<file path="src/rtl/motor_pkg.sv">
// Shared definitions for the motor start-up sequencer.
//   K_PERIOD_W : default width of period/time quantities
//   state_e    : sequencer state codes (IDLE=0 .. BRAKE=4)
package motor_pkg;

   localparam int unsigned K_PERIOD_W = 16;

   typedef enum logic [2:0] {
      ST_IDLE  = 3'd0,
      ST_ALIGN = 3'd1,
      ST_RAMP  = 3'd2,
      ST_RUN   = 3'd3,
      ST_BRAKE = 3'd4
   } state_e;

endpackage

</file>
<file path="src/rtl/period_timer.sv">
// Period timer: emits a one-cycle pulse every max(period,1) enabled cycles.
//   i_load    : restart the count; first pulse lands period cycles after load
//   i_enable  : count while high; counter parks at 0 otherwise
//   i_period  : cycles between pulses (0 treated as 1)
//   o_pulse_c : combinational pulse, registered by the parent
module period_timer #(
   parameter int unsigned K_W = 16
) (
   input  logic           i_clk,
   input  logic           i_rst_n,
   input  logic           i_load,
   input  logic           i_enable,
   input  logic [K_W-1:0] i_period,
   output logic           o_pulse_c
);

   logic [K_W-1:0] cnt_q, cnt_d;
   logic [K_W-1:0] per_eff_c;

   // Count the cycle of load as 1 so a pulse computed at count==period
   // appears on the registered output exactly period cycles after entry.
   always_comb begin
      per_eff_c = (i_period == '0) ? K_W'(1) : i_period;
      o_pulse_c = i_enable && !i_load && (cnt_q >= per_eff_c);
      cnt_d     = '0;
      if (i_load) begin
         cnt_d = K_W'(1);
      end else if (i_enable) begin
         cnt_d = o_pulse_c ? K_W'(1) : (cnt_q + K_W'(1));
      end
   end

   always_ff @(posedge i_clk or negedge i_rst_n) begin
      if (!i_rst_n) cnt_q <= '0;
      else          cnt_q <= cnt_d;
   end

endmodule

</file>
<file path="src/rtl/motor_sequencer.sv">
// Motor start-up sequencer: IDLE -> ALIGN -> RAMP -> RUN, with stop and brake.
//   i_start/i_stop/i_brake_req : request levels (brake > stop > start)
//   i_align_time, i_align_power : rotor alignment duration and power
//   i_start_period, i_target_period, i_ramp_dec : open-loop ramp profile
//   i_run_power                 : power during RAMP and RUN
//   o_force_step_*              : pattern generator force interface
//   o_step_trigger, o_power, o_brake : pattern generator drive
//   o_state, o_running          : status
module motor_sequencer #(
   parameter int unsigned K_NSUBSTEPS = 10,
   parameter int unsigned K_PERIOD_W  = motor_pkg::K_PERIOD_W
) (
   input  logic                           i_clk,
   input  logic                           i_rst_n,
   input  logic                           i_start,
   input  logic                           i_stop,
   input  logic                           i_brake_req,
   input  logic [K_PERIOD_W-1:0]          i_align_time,
   input  logic [K_PERIOD_W-1:0]          i_start_period,
   input  logic [K_PERIOD_W-1:0]          i_target_period,
   input  logic [7:0]                     i_ramp_dec,
   input  logic [$clog2(K_NSUBSTEPS)-1:0] i_align_power,
   input  logic [$clog2(K_NSUBSTEPS)-1:0] i_run_power,
   output logic [2:0]                     o_force_step_value,
   output logic                           o_force_step_trigger,
   output logic [$clog2(K_NSUBSTEPS)-1:0] o_force_substep,
   output logic                           o_step_trigger,
   output logic [$clog2(K_NSUBSTEPS)-1:0] o_power,
   output logic                           o_brake,
   output logic [2:0]                     o_state,
   output logic                           o_running
);

   import motor_pkg::*;

   localparam int unsigned PW = $clog2(K_NSUBSTEPS);
   localparam int unsigned EW = K_PERIOD_W + 8;
   localparam logic [PW-1:0] SUB_LAST = PW'(K_NSUBSTEPS - 1);

   state_e                state_q, state_d;
   logic [K_PERIOD_W-1:0] period_q, period_d;
   logic [K_PERIOD_W-1:0] tgt_q, tgt_d;
   logic [K_PERIOD_W-1:0] align_cnt_q, align_cnt_d;
   logic [PW-1:0]         substep_q, substep_d;
   logic [PW-1:0]         power_q, power_d;
   logic                  force_trig_q, force_trig_d;
   logic                  step_trig_q, step_trig_d;
   logic                  brake_q, brake_d;
   logic                  running_q, running_d;

   logic                  pulse_c, timer_en_c, leave_align_c, align_done_c;
   logic [K_PERIOD_W-1:0] align_eff_c, ramp_next_c;
   logic [7:0]            dec_eff_c;
   logic [EW-1:0]         gap_c;

   // Step cadence generator
   period_timer #(.K_W(K_PERIOD_W)) u_timer (
      .i_clk     (i_clk),
      .i_rst_n   (i_rst_n),
      .i_load    (leave_align_c),
      .i_enable  (timer_en_c),
      .i_period  (period_q),
      .o_pulse_c (pulse_c)
   );

   // Next ramp period, clamped at the latched target without underflow
   always_comb begin
      dec_eff_c   = (i_ramp_dec == 8'd0) ? 8'd1 : i_ramp_dec;
      gap_c       = EW'(period_q) - EW'(tgt_q);
      ramp_next_c = (gap_c > EW'(dec_eff_c)) ? (period_q - K_PERIOD_W'(dec_eff_c)) : tgt_q;
      align_eff_c = (i_align_time == '0) ? K_PERIOD_W'(1) : i_align_time;
   end

   assign timer_en_c    = (state_q == ST_RAMP) || (state_q == ST_RUN);
   assign align_done_c  = (align_cnt_q >= align_eff_c);
   assign leave_align_c = (state_q == ST_ALIGN) && !i_brake_req && !i_stop && align_done_c;

   // Next-state and registered-output logic
   always_comb begin
      state_d      = state_q;
      period_d     = period_q;
      tgt_d        = tgt_q;
      align_cnt_d  = '0;
      substep_d    = substep_q;
      power_d      = '0;
      force_trig_d = 1'b0;
      step_trig_d  = 1'b0;
      brake_d      = 1'b0;
      running_d    = 1'b0;

      if (i_brake_req) begin
         state_d = ST_BRAKE;
      end else begin
         case (state_q)
            ST_IDLE:  if (!i_stop && i_start) state_d = ST_ALIGN;
            ST_ALIGN: begin
               if (i_stop)            state_d = ST_IDLE;
               else if (align_done_c) state_d = (i_start_period <= i_target_period) ? ST_RUN : ST_RAMP;
            end
            ST_RAMP: begin
               if (i_stop)                 state_d = ST_IDLE;
               else if (period_q == tgt_q) state_d = ST_RUN;
            end
            ST_RUN:   if (i_stop) state_d = ST_IDLE;
            ST_BRAKE: state_d = ST_IDLE;
            default:  state_d = ST_IDLE;
         endcase
      end

      if (state_d == ST_ALIGN) begin
         align_cnt_d = (state_q == ST_ALIGN) ? (align_cnt_q + K_PERIOD_W'(1)) : K_PERIOD_W'(1);
      end
      force_trig_d = (state_q == ST_IDLE) && (state_d == ST_ALIGN);

      if (leave_align_c) begin
         period_d  = (i_start_period > i_target_period) ? i_start_period : i_target_period;
         tgt_d     = i_target_period;
         substep_d = '0;
      end

      // A state exit suppresses a coincident trigger
      step_trig_d = pulse_c && ((state_d == ST_RAMP) || (state_d == ST_RUN));
      if (step_trig_d) begin
         substep_d = (substep_q == SUB_LAST) ? '0 : (substep_q + PW'(1));
         if ((state_q == ST_RAMP) && (substep_q == SUB_LAST)) period_d = ramp_next_c;
      end

      case (state_d)
         ST_ALIGN:        power_d = i_align_power;
         ST_RAMP, ST_RUN: power_d = i_run_power;
         default:         power_d = '0;
      endcase
      brake_d   = (state_d == ST_BRAKE);
      running_d = (state_d == ST_RUN);
   end

   always_ff @(posedge i_clk or negedge i_rst_n) begin
      if (!i_rst_n) begin
         state_q      <= ST_IDLE;
         period_q     <= '0;
         tgt_q        <= '0;
         align_cnt_q  <= '0;
         substep_q    <= '0;
         power_q      <= '0;
         force_trig_q <= 1'b0;
         step_trig_q  <= 1'b0;
         brake_q      <= 1'b0;
         running_q    <= 1'b0;
      end else begin
         state_q      <= state_d;
         period_q     <= period_d;
         tgt_q        <= tgt_d;
         align_cnt_q  <= align_cnt_d;
         substep_q    <= substep_d;
         power_q      <= power_d;
         force_trig_q <= force_trig_d;
         step_trig_q  <= step_trig_d;
         brake_q      <= brake_d;
         running_q    <= running_d;
      end
   end

   // Alignment always forces commutation step 0, substep 0
   assign o_force_step_value   = 3'd0;
   assign o_force_substep      = '0;
   assign o_force_step_trigger = force_trig_q;
   assign o_step_trigger       = step_trig_q;
   assign o_power              = power_q;
   assign o_brake              = brake_q;
   assign o_state              = state_q;
   assign o_running            = running_q;

endmodule

</file>
<file path="config.mk">
export PLATFORM = sky130hd
export DESIGN_NAME = motor_sequencer
export DESIGN_NICKNAME = d
export VERILOG_FILES = /design/src/rtl/motor_pkg.sv /design/src/rtl/period_timer.sv /design/src/rtl/motor_sequencer.sv
export SDC_FILE = /design/constraint.sdc
export NUM_CORES = 1
export LEC_CHECK = 0
export BUFFER_PORTS_ARGS = -buffer_cell sky130_fd_sc_hd__buf_2
export CORE_MARGIN = 4
export CORE_UTILIZATION = 40
export DETAILED_ROUTE_END_ITERATION = 12
export MAX_ROUTING_LAYER = met4
export PLACE_DENSITY_LB_ADDON = 0.05
export SYNTH_ARGS = -nofsm -noshare
export SYNTH_HDL_FRONTEND = slang
export SYNTH_HIERARCHICAL = 1
export SYNTH_SLANG_ARGS = --single-unit
export TNS_END_PERCENT = 1
</file>
<file path="constraint.sdc">
create_clock -name i_clk -period 10.5 [get_ports i_clk]
set_clock_uncertainty 0.15 [all_clocks]
set_input_delay 2.1 -clock i_clk [delete_from_list [all_inputs] [get_ports i_clk]]
set_output_delay 2.1 -clock i_clk [all_outputs]
set_load 0.005 [all_outputs]
</file>
Word level (Yosys, flattened, before mapping)
Cells that the tools add are included.

cells by class
  shift-type cells = 0
  reductions and logical operators = 20
  $mul = 0
  add/sub/neg operators = 5
  bitwise gates (word level) = 0
  order comparisons = 5
  div/mod/pow operators = 0
  multiplexer cells = 26
  eq/ne operators = 9

operators by type and width
  operator                                                         count
  16-bit two-way mux                                               12
  16-bit by 1-bit adder with 16-bit output, second input constant  2
  16-bit greater-or-equal comparator                               2
  16-bit logical NOT                                               2
  24-bit by 8-bit > comparator with 1-bit output                   1
  3-bit two-way mux                                                7
  16-bit by 16-bit subtractor with 17-bit output                   1
  16-bit == test                                                   1
  16-bit > comparator                                              1
  16-bit <= comparator                                             1
  16-bit by 8-bit subtractor with 16-bit output                    1
  3-bit by 2-bit == test with 1-bit output, second input constant  4
  4-bit two-way mux                                                3
  3-bit one-hot mux with 4 select lines                            1
  1-bit logical AND                                                9
  8-bit logical NOT                                                1
  8-bit two-way mux                                                1
  4-bit one-hot mux with 2 select lines                            1
  3-bit by 1-bit == test with 1-bit output, second input constant  2
  4-bit by 1-bit adder with 4-bit output, second input constant    1
  4-bit == test, second input constant                             1
  3-bit == test, second input constant                             1
  1-bit logical NOT                                                3
  3-bit logical NOT                                                1
  4 further kinds                                                  5

storage, ports and cells
  output and inout bits = 18
  bits in latches = 0
  bits of input ports = 69
  RAM bits = 0
  memories = 0
  bits in read-only memories = 0
  word-level logic and storage cells = 76
  flip-flop bits (word level) = 79

Depth between registers and ports, before layout
  depth in word-level cells = 11
  gate-level depth with buffers = 20
  gate-level depth less buffers = 19

Hierarchy
The synthesis kept the hierarchy.

modules (own cells, without submodules)
  module           times used  sequential area each (um^2)  cells each  area each (um^2)
  motor_sequencer  1           1576.5                       650         5490.3
  period_timer     1           400.4                        136         1249.9

Least setup slack after synthesis
Ideal clock, no wire load.

  kind = in2reg
  start = input i_align_time[11]
  end = register period_q[14]
  data required time = 10226 ps
  buffers on the path = 4
  arrival time = 5363 ps
  cell stages on the path = 18
  library setup time = 124 ps
  setup slack = 4862 ps
  cells stage by stage = inv_1 > ha_1 > a21o_1 > a221o_1 > a2111oi_0 > a211o_1 > a21oi_1 > clkbuf_1 > clkbuf_1 > nand2b_1 > a31oi_1 > nand3b_1 > or2_2 > buf_2 > clkbuf_1 > o21ai_0 > a21oi_1 > a211o_2

between the ends
  elaborated cells on any way between the ends = 18
  classes of those cells = 1 x order compare; 2 x eq/ne; 8 x mux; 7 x reduce/logical

RTL lines
  what                                  line                    RTL
  start: declaration                    motor_sequencer.sv:18   input logic [K_PERIOD_W-1:0] i_align_time,
  16-bit logical NOT                    motor_sequencer.sv:71   align_eff_c = (i_align_time == '0) ? K_PERIOD_W'(1) : i_align_time;
  16-bit two-way mux *                  motor_sequencer.sv:71
  16-bit greater-or-equal comparator *  motor_sequencer.sv:75   assign align_done_c = (align_cnt_q >= align_eff_c);
  1-bit logical AND *                   motor_sequencer.sv:76   assign leave_align_c = (state_q == ST_ALIGN) && !i_brake_req && !i_stop && align_done_c;
  named net leave_align_c               motor_sequencer.sv:51   logic pulse_c, timer_en_c, leave_align_c, align_done_c;
  1-bit logical NOT *                   period_timer.sv:24      o_pulse_c = i_enable && !i_load && (cnt_q >= per_eff_c);
  1-bit logical AND * (2 in series)     period_timer.sv:24
  named net pulse_c                     motor_sequencer.sv:51
  1-bit logical AND *                   motor_sequencer.sv:122  step_trig_d = pulse_c && ((state_d == ST_RAMP) || (state_d == ST_RUN));
  16-bit two-way mux *                  motor_sequencer.sv:123  if (step_trig_d) begin
  named net period_d[14]                motor_sequencer.sv:41   logic [K_PERIOD_W-1:0] period_q, period_d;
  end signal: assignment                motor_sequencer.sv:151  period_q <= period_d;
  end: declaration                      motor_sequencer.sv:41

The timed path passes the listed nets; every way through them passes the cells marked *.
A chain may end at the register's enable or synchronous reset.

Final worst setup path
  start = input i_align_time[11]
  end = register period_q[13]

between the ends
  elaborated cells on any way between the ends = 18
  classes of those cells = 1 x order compare; 2 x eq/ne; 8 x mux; 7 x reduce/logical

RTL lines
  what                                  line
  16-bit logical NOT                    motor_sequencer.sv:71
  16-bit two-way mux *                  motor_sequencer.sv:71
  16-bit greater-or-equal comparator *  motor_sequencer.sv:75
  1-bit logical AND *                   motor_sequencer.sv:76
  1-bit logical NOT *                   period_timer.sv:24
  1-bit logical AND * (2 in series)     period_timer.sv:24
  named net pulse_c                     motor_sequencer.sv:51
  1-bit logical AND *                   motor_sequencer.sv:122
  16-bit two-way mux *                  motor_sequencer.sv:123
  named net period_d[13]                motor_sequencer.sv:41

Marked as above.

==> key figures <==
Run status
  – Status: complete, no violations

Clocking
  – Resize count post-CTS: 0
  – Root Buffer Master: clkbuf_16
  – # clock sinks: 79
  – Number of CTS-inserted buffers: 9
  – Max clock buf depth: 2
  – Clock Latency Late Sink: 0.35 ns
  – H-tree levels: 3
  – Post-CTS Hold Buffers: 0
  – CTS clk-pin slew, worst paths: around 0.070 ns
  – Post-CTS Setup Inserts: 0
  – CTS tree: done

Placement
  – Placer Congestion: 0.913
  – Final HPWL DP: ~16000 um
  – Dpl ws: 4.45 ns
  – Placed Area: approximately 0.0073 mm2
  – Placed cell count: 1067
  – IO buf count: between 70 and 80

Pwr
  – Static leakage: about 3.7 nW
  – Clock network power share: between 40% and 50%
  – Seq pwr share: approximately 45%
  – Sw frac: a little over a quarter
  – Psw: 186 uW
  – VDD IR max: between 0.08 and 0.09 mV
  – Pwr/cell area: roughly 90 mW/mm2
  – Combinational share of power: 10.6%
  – P_int: 497 uW

Routing
  – Total number of vias: between 5000 and 6000
  – Antenna viol nets, final: 0
  – Via density: 5.45
  – Pre-antenna DRT Iters: 4
  – DRC: 0
  – Drt initial violations: slightly below 400
  – Total wire length: between 15000 and 20000 um
  – Routed length per instance: roughly 18 um

Synth
  – Register bit count reported by yosys: between 70 and 80
  – Ys Warns: 6
  – Syn avg cell area: about 8.6 um2
  – Sequential area share after synthesis: 29.3%
  – Ys async rst share: 100%
  – Main synth FF type: dfrtp_1
  – Cells after synthesis: 786
  – Post-synth EDFFs: 0
  – Mapped Area: 0.00674 mm2
  – Cell variety after synth: 69

Setup path
  – Setup crit start kind: primary input
  – Crit Path Max Fanout: 68
  – CP top delay family: compound AO/OA/AOI/OAI gates
  – Slowest stage delay, CP: 0.49 ns
  – Worst path required time: between 10 and 15 ns
  – Critical path's slowest cell: or2_2
  – CP Depth: 16
  – WS Path Type: in2reg
  – Crit path buf inv count: 3
  – CP endpoint kind: register
  – Worst Path Arrival: 5.75 ns
  – Cell breakdown of the critical path: buf_2, inv_1, ha_1, a21o_1, a221o_1, a2111oi_0, a211o_1, a21oi_4, buf_4, nand2b_1, a31oi_1, nand3b_1, or2_2, o21ai_0, a21oi_1, a211o_2
  – Worst reg-to-reg path cell count: 18

STA
  – Hold WS: roughly 0.34 ns
  – Period minus WS final: approximately 5.7 ns
  – Hold Fails Final Rpt: 0
  – Setup TNS: 0 ns
  – Fmax: about 180 MHz
  – Final setup margin: between 4 and 5 ns
  – Worst Max-Slew Pin Slew: approximately 0.84 ns
  – Endpoints failing setup: 0
  – RSZ-0062 raised after global routing: no
  – Fin crit share: about 54%
  – Relative slew slack: a little over two fifths
  – Max-slew violation count: 0

Worst hold path
  – HP Class: reg2reg
  – Hold-critical path depth: 1

Floorplan
  – Num rows: between 40 and 50
  – Die Area: around 0.019 mm2
  – Die Wd: 138 um
  – Die Y: approximately 140 um
  – IO Pins: 87
  – Starting Density: between 40 and 50%
  – Core Area: approximately 0.017 mm2

Global route
  – Largest net degree at the start of global routing: 69
  – First-pass GRT wire length: slightly above 30000 um
  – Vias in the first global route: 5918
  – GRT Overall Usage: a little over a fifth
  – Initial antenna violation count: 0
  – Total grt overflow: 0

Cells and area
  – Share of post-route cells with drive strength above 1: ~15%
  – NumNets Final: just over 1000
  – Cell Count, Final, Fillers Out: around 1100
  – Area delta synth->final: 12.8%
  – Antenna cells: 0
  – Final instance area: 0.00760 mm2

Run
  – Maxcap violations: 0
## final cells by class
type	instances	area (um2)
fillers	1639	8920
multi-input cells	599	4320
flip-flops and latches	79	1980
repair buffers	82	420
inverters	87	327
well taps	220	275
clock buffers	9	225
clock inverters	7	56.3
## per-layer routing
layer / GRT usage (%) / up-vias / share of wire, % / routed length [um]
li1: - / 2937 / - / -
met1: 31.0 / 2833 / 50 / 9670
met2: 32.4 / 111 / 45 / 8680
met3: 3.65 / 18 / 3.5 / 680
met4: 5.76 / 0 / 1.8 / 342
met5: - / - / 0 / 0
## logic make-up after synthesis
| group | share of synthesized area (%) |
|---|---|
| fa+ha+maj | 16.2 |
| mux | 2.39 |
| flops | 29.3 |
| other cells | 0.0556 |
| simple gates | 19.1 |
| buf+inv | 7.04 |
| compound gates | 19.8 |
| xor+xnor | 6.11 |
## sequential cells by signal, indices dropped and copies added, names as in the netlist
signal	cells
o_state	3
o_force_step_trigger	1
align_cnt_q	16
o_step_trigger	1
tgt_q	16
o_power	4
u_timer/cnt_q	16
substep_q	4
o_running	1
o_brake	1
period_q	16
## worst paths after layout
| kind | startpoint | end | slack, ns |
|---|---|---|---|
| setup / recovery | i_align_time[11] | period_q[13]$_DFF_PN0_ | 4.84 |
| hold / removal | tgt_q[13]$_DFFE_PN0P_ | period_q[13]$_DFF_PN0_ | 0.34 |
| setup reg to reg | period_q[1]$_DFF_PN0_ | period_q[1]$_DFF_PN0_ | 5.29 |
| hold reg to reg | tgt_q[13]$_DFFE_PN0P_ | period_q[13]$_DFF_PN0_ | 0.34 |
| max in group asynchronous | i_rst_n | u_timer/cnt_q[0]$_DFF_PN0_ | 7.62 |
| min in group asynchronous | i_rst_n | tgt_q[2]$_DFFE_PN0P_ | 1.47 |
## cells in the mapped netlist (5+ instances only)
| cell type | count | area (um2) |
|---|---|---|
| o21ai_0 | 39 | 195 |
| xor2_1 | 26 | 228 |
| nor2_1 | 70 | 263 |
| buf_4 | 7 | 52.6 |
| and3_1 | 7 | 43.8 |
| nor2b_1 | 8 | 50.1 |
| or3_1 | 6 | 37.5 |
| a221o_1 | 8 | 80.1 |
| inv_1 | 87 | 327 |
| a21o_1 | 9 | 67.6 |
| a21oi_1 | 54 | 270 |
| nand3_1 | 24 | 120 |
| o22ai_1 | 5 | 31.3 |
| xnor2_1 | 21 | 184 |
| a211oi_1 | 6 | 45.0 |
| nor3_1 | 9 | 45.0 |
| nor3b_1 | 5 | 37.5 |
| nand4_1 | 17 | 106 |
| nor4_1 | 12 | 75.1 |
| dfrtp_1 | 79 | 1980 |
| a22o_1 | 5 | 43.8 |
| nor2_2 | 11 | 68.8 |
| clkbuf_1 | 14 | 52.6 |
| o211ai_1 | 14 | 105 |
| nand2_1 | 58 | 218 |
| o21a_1 | 9 | 67.6 |
| o31ai_1 | 12 | 90.1 |
| mux2i_1 | 15 | 150 |
| ha_1 | 84 | 1050 |
## cell usage in the layout (no fill, tap or decap), types with 4 or more instances in the layout
cell type	Yosys	routed
inv_1	87	87
ha_1	84	84
dfrtp_1	79	79
buf_2	4	78
nor2_1	70	70
nand2_1	58	58
a21oi_1	54	53
o21ai_0	39	39
xor2_1	26	26
nand3_1	24	24
xnor2_1	21	21
nand4_1	17	17
mux2i_1	15	15
o211ai_1	14	14
nor4_1	12	12
o31ai_1	12	12
nor2_2	11	11
o21a_1	9	9
nor3_1	9	9
a21o_1	9	9
clkbuf_16	0	9
nor2b_1	8	8
a221o_1	8	8
and3_1	7	7
conb_1	1	7
a211oi_1	6	6
or3_1	6	6
nor3b_1	5	5
o22ai_1	5	5
a22o_1	5	5
nand2b_1	4	4
or2_2	4	4
buf_4	7	4
## worst register-to-register path: cells and delay by family (launching register included)
kind                       cells  cell delay (ns)
adders and majority gates      2             0.66
muxes                          1             0.32
AOI/OAI and AO/OA              7             2.13
and+or+nand+nor                7             1.03
DFF                            1             0.65
xor gates and xnor gates       1             0.10
## per-stage QoR
stage / util (%) / power, mW
final: 46.0 / 0.683
after global routing: 46.0 / 0.717
after CTS: 46.0 / 0.692
after detailed placement: 44.3 / 0.384
after global placement: 44.3 / 0.383
after floorplan: - / 0.350
## power by group through the flow
stage / clock network [mW] / registers, mW / logic, mW
3_5_place_dp: 0 / 0.311 / 0.0727
2_1_floorplan: 0 / 0.312 / 0.0385
6_report: 0.305 / 0.306 / 0.0722
5_1_grt: 0.330 / 0.306 / 0.0819
4_1_cts: 0.313 / 0.306 / 0.0732
3_3_place_gp: 0 / 0.311 / 0.0710
Note: power is estimated with default switching activity, not from simulation.
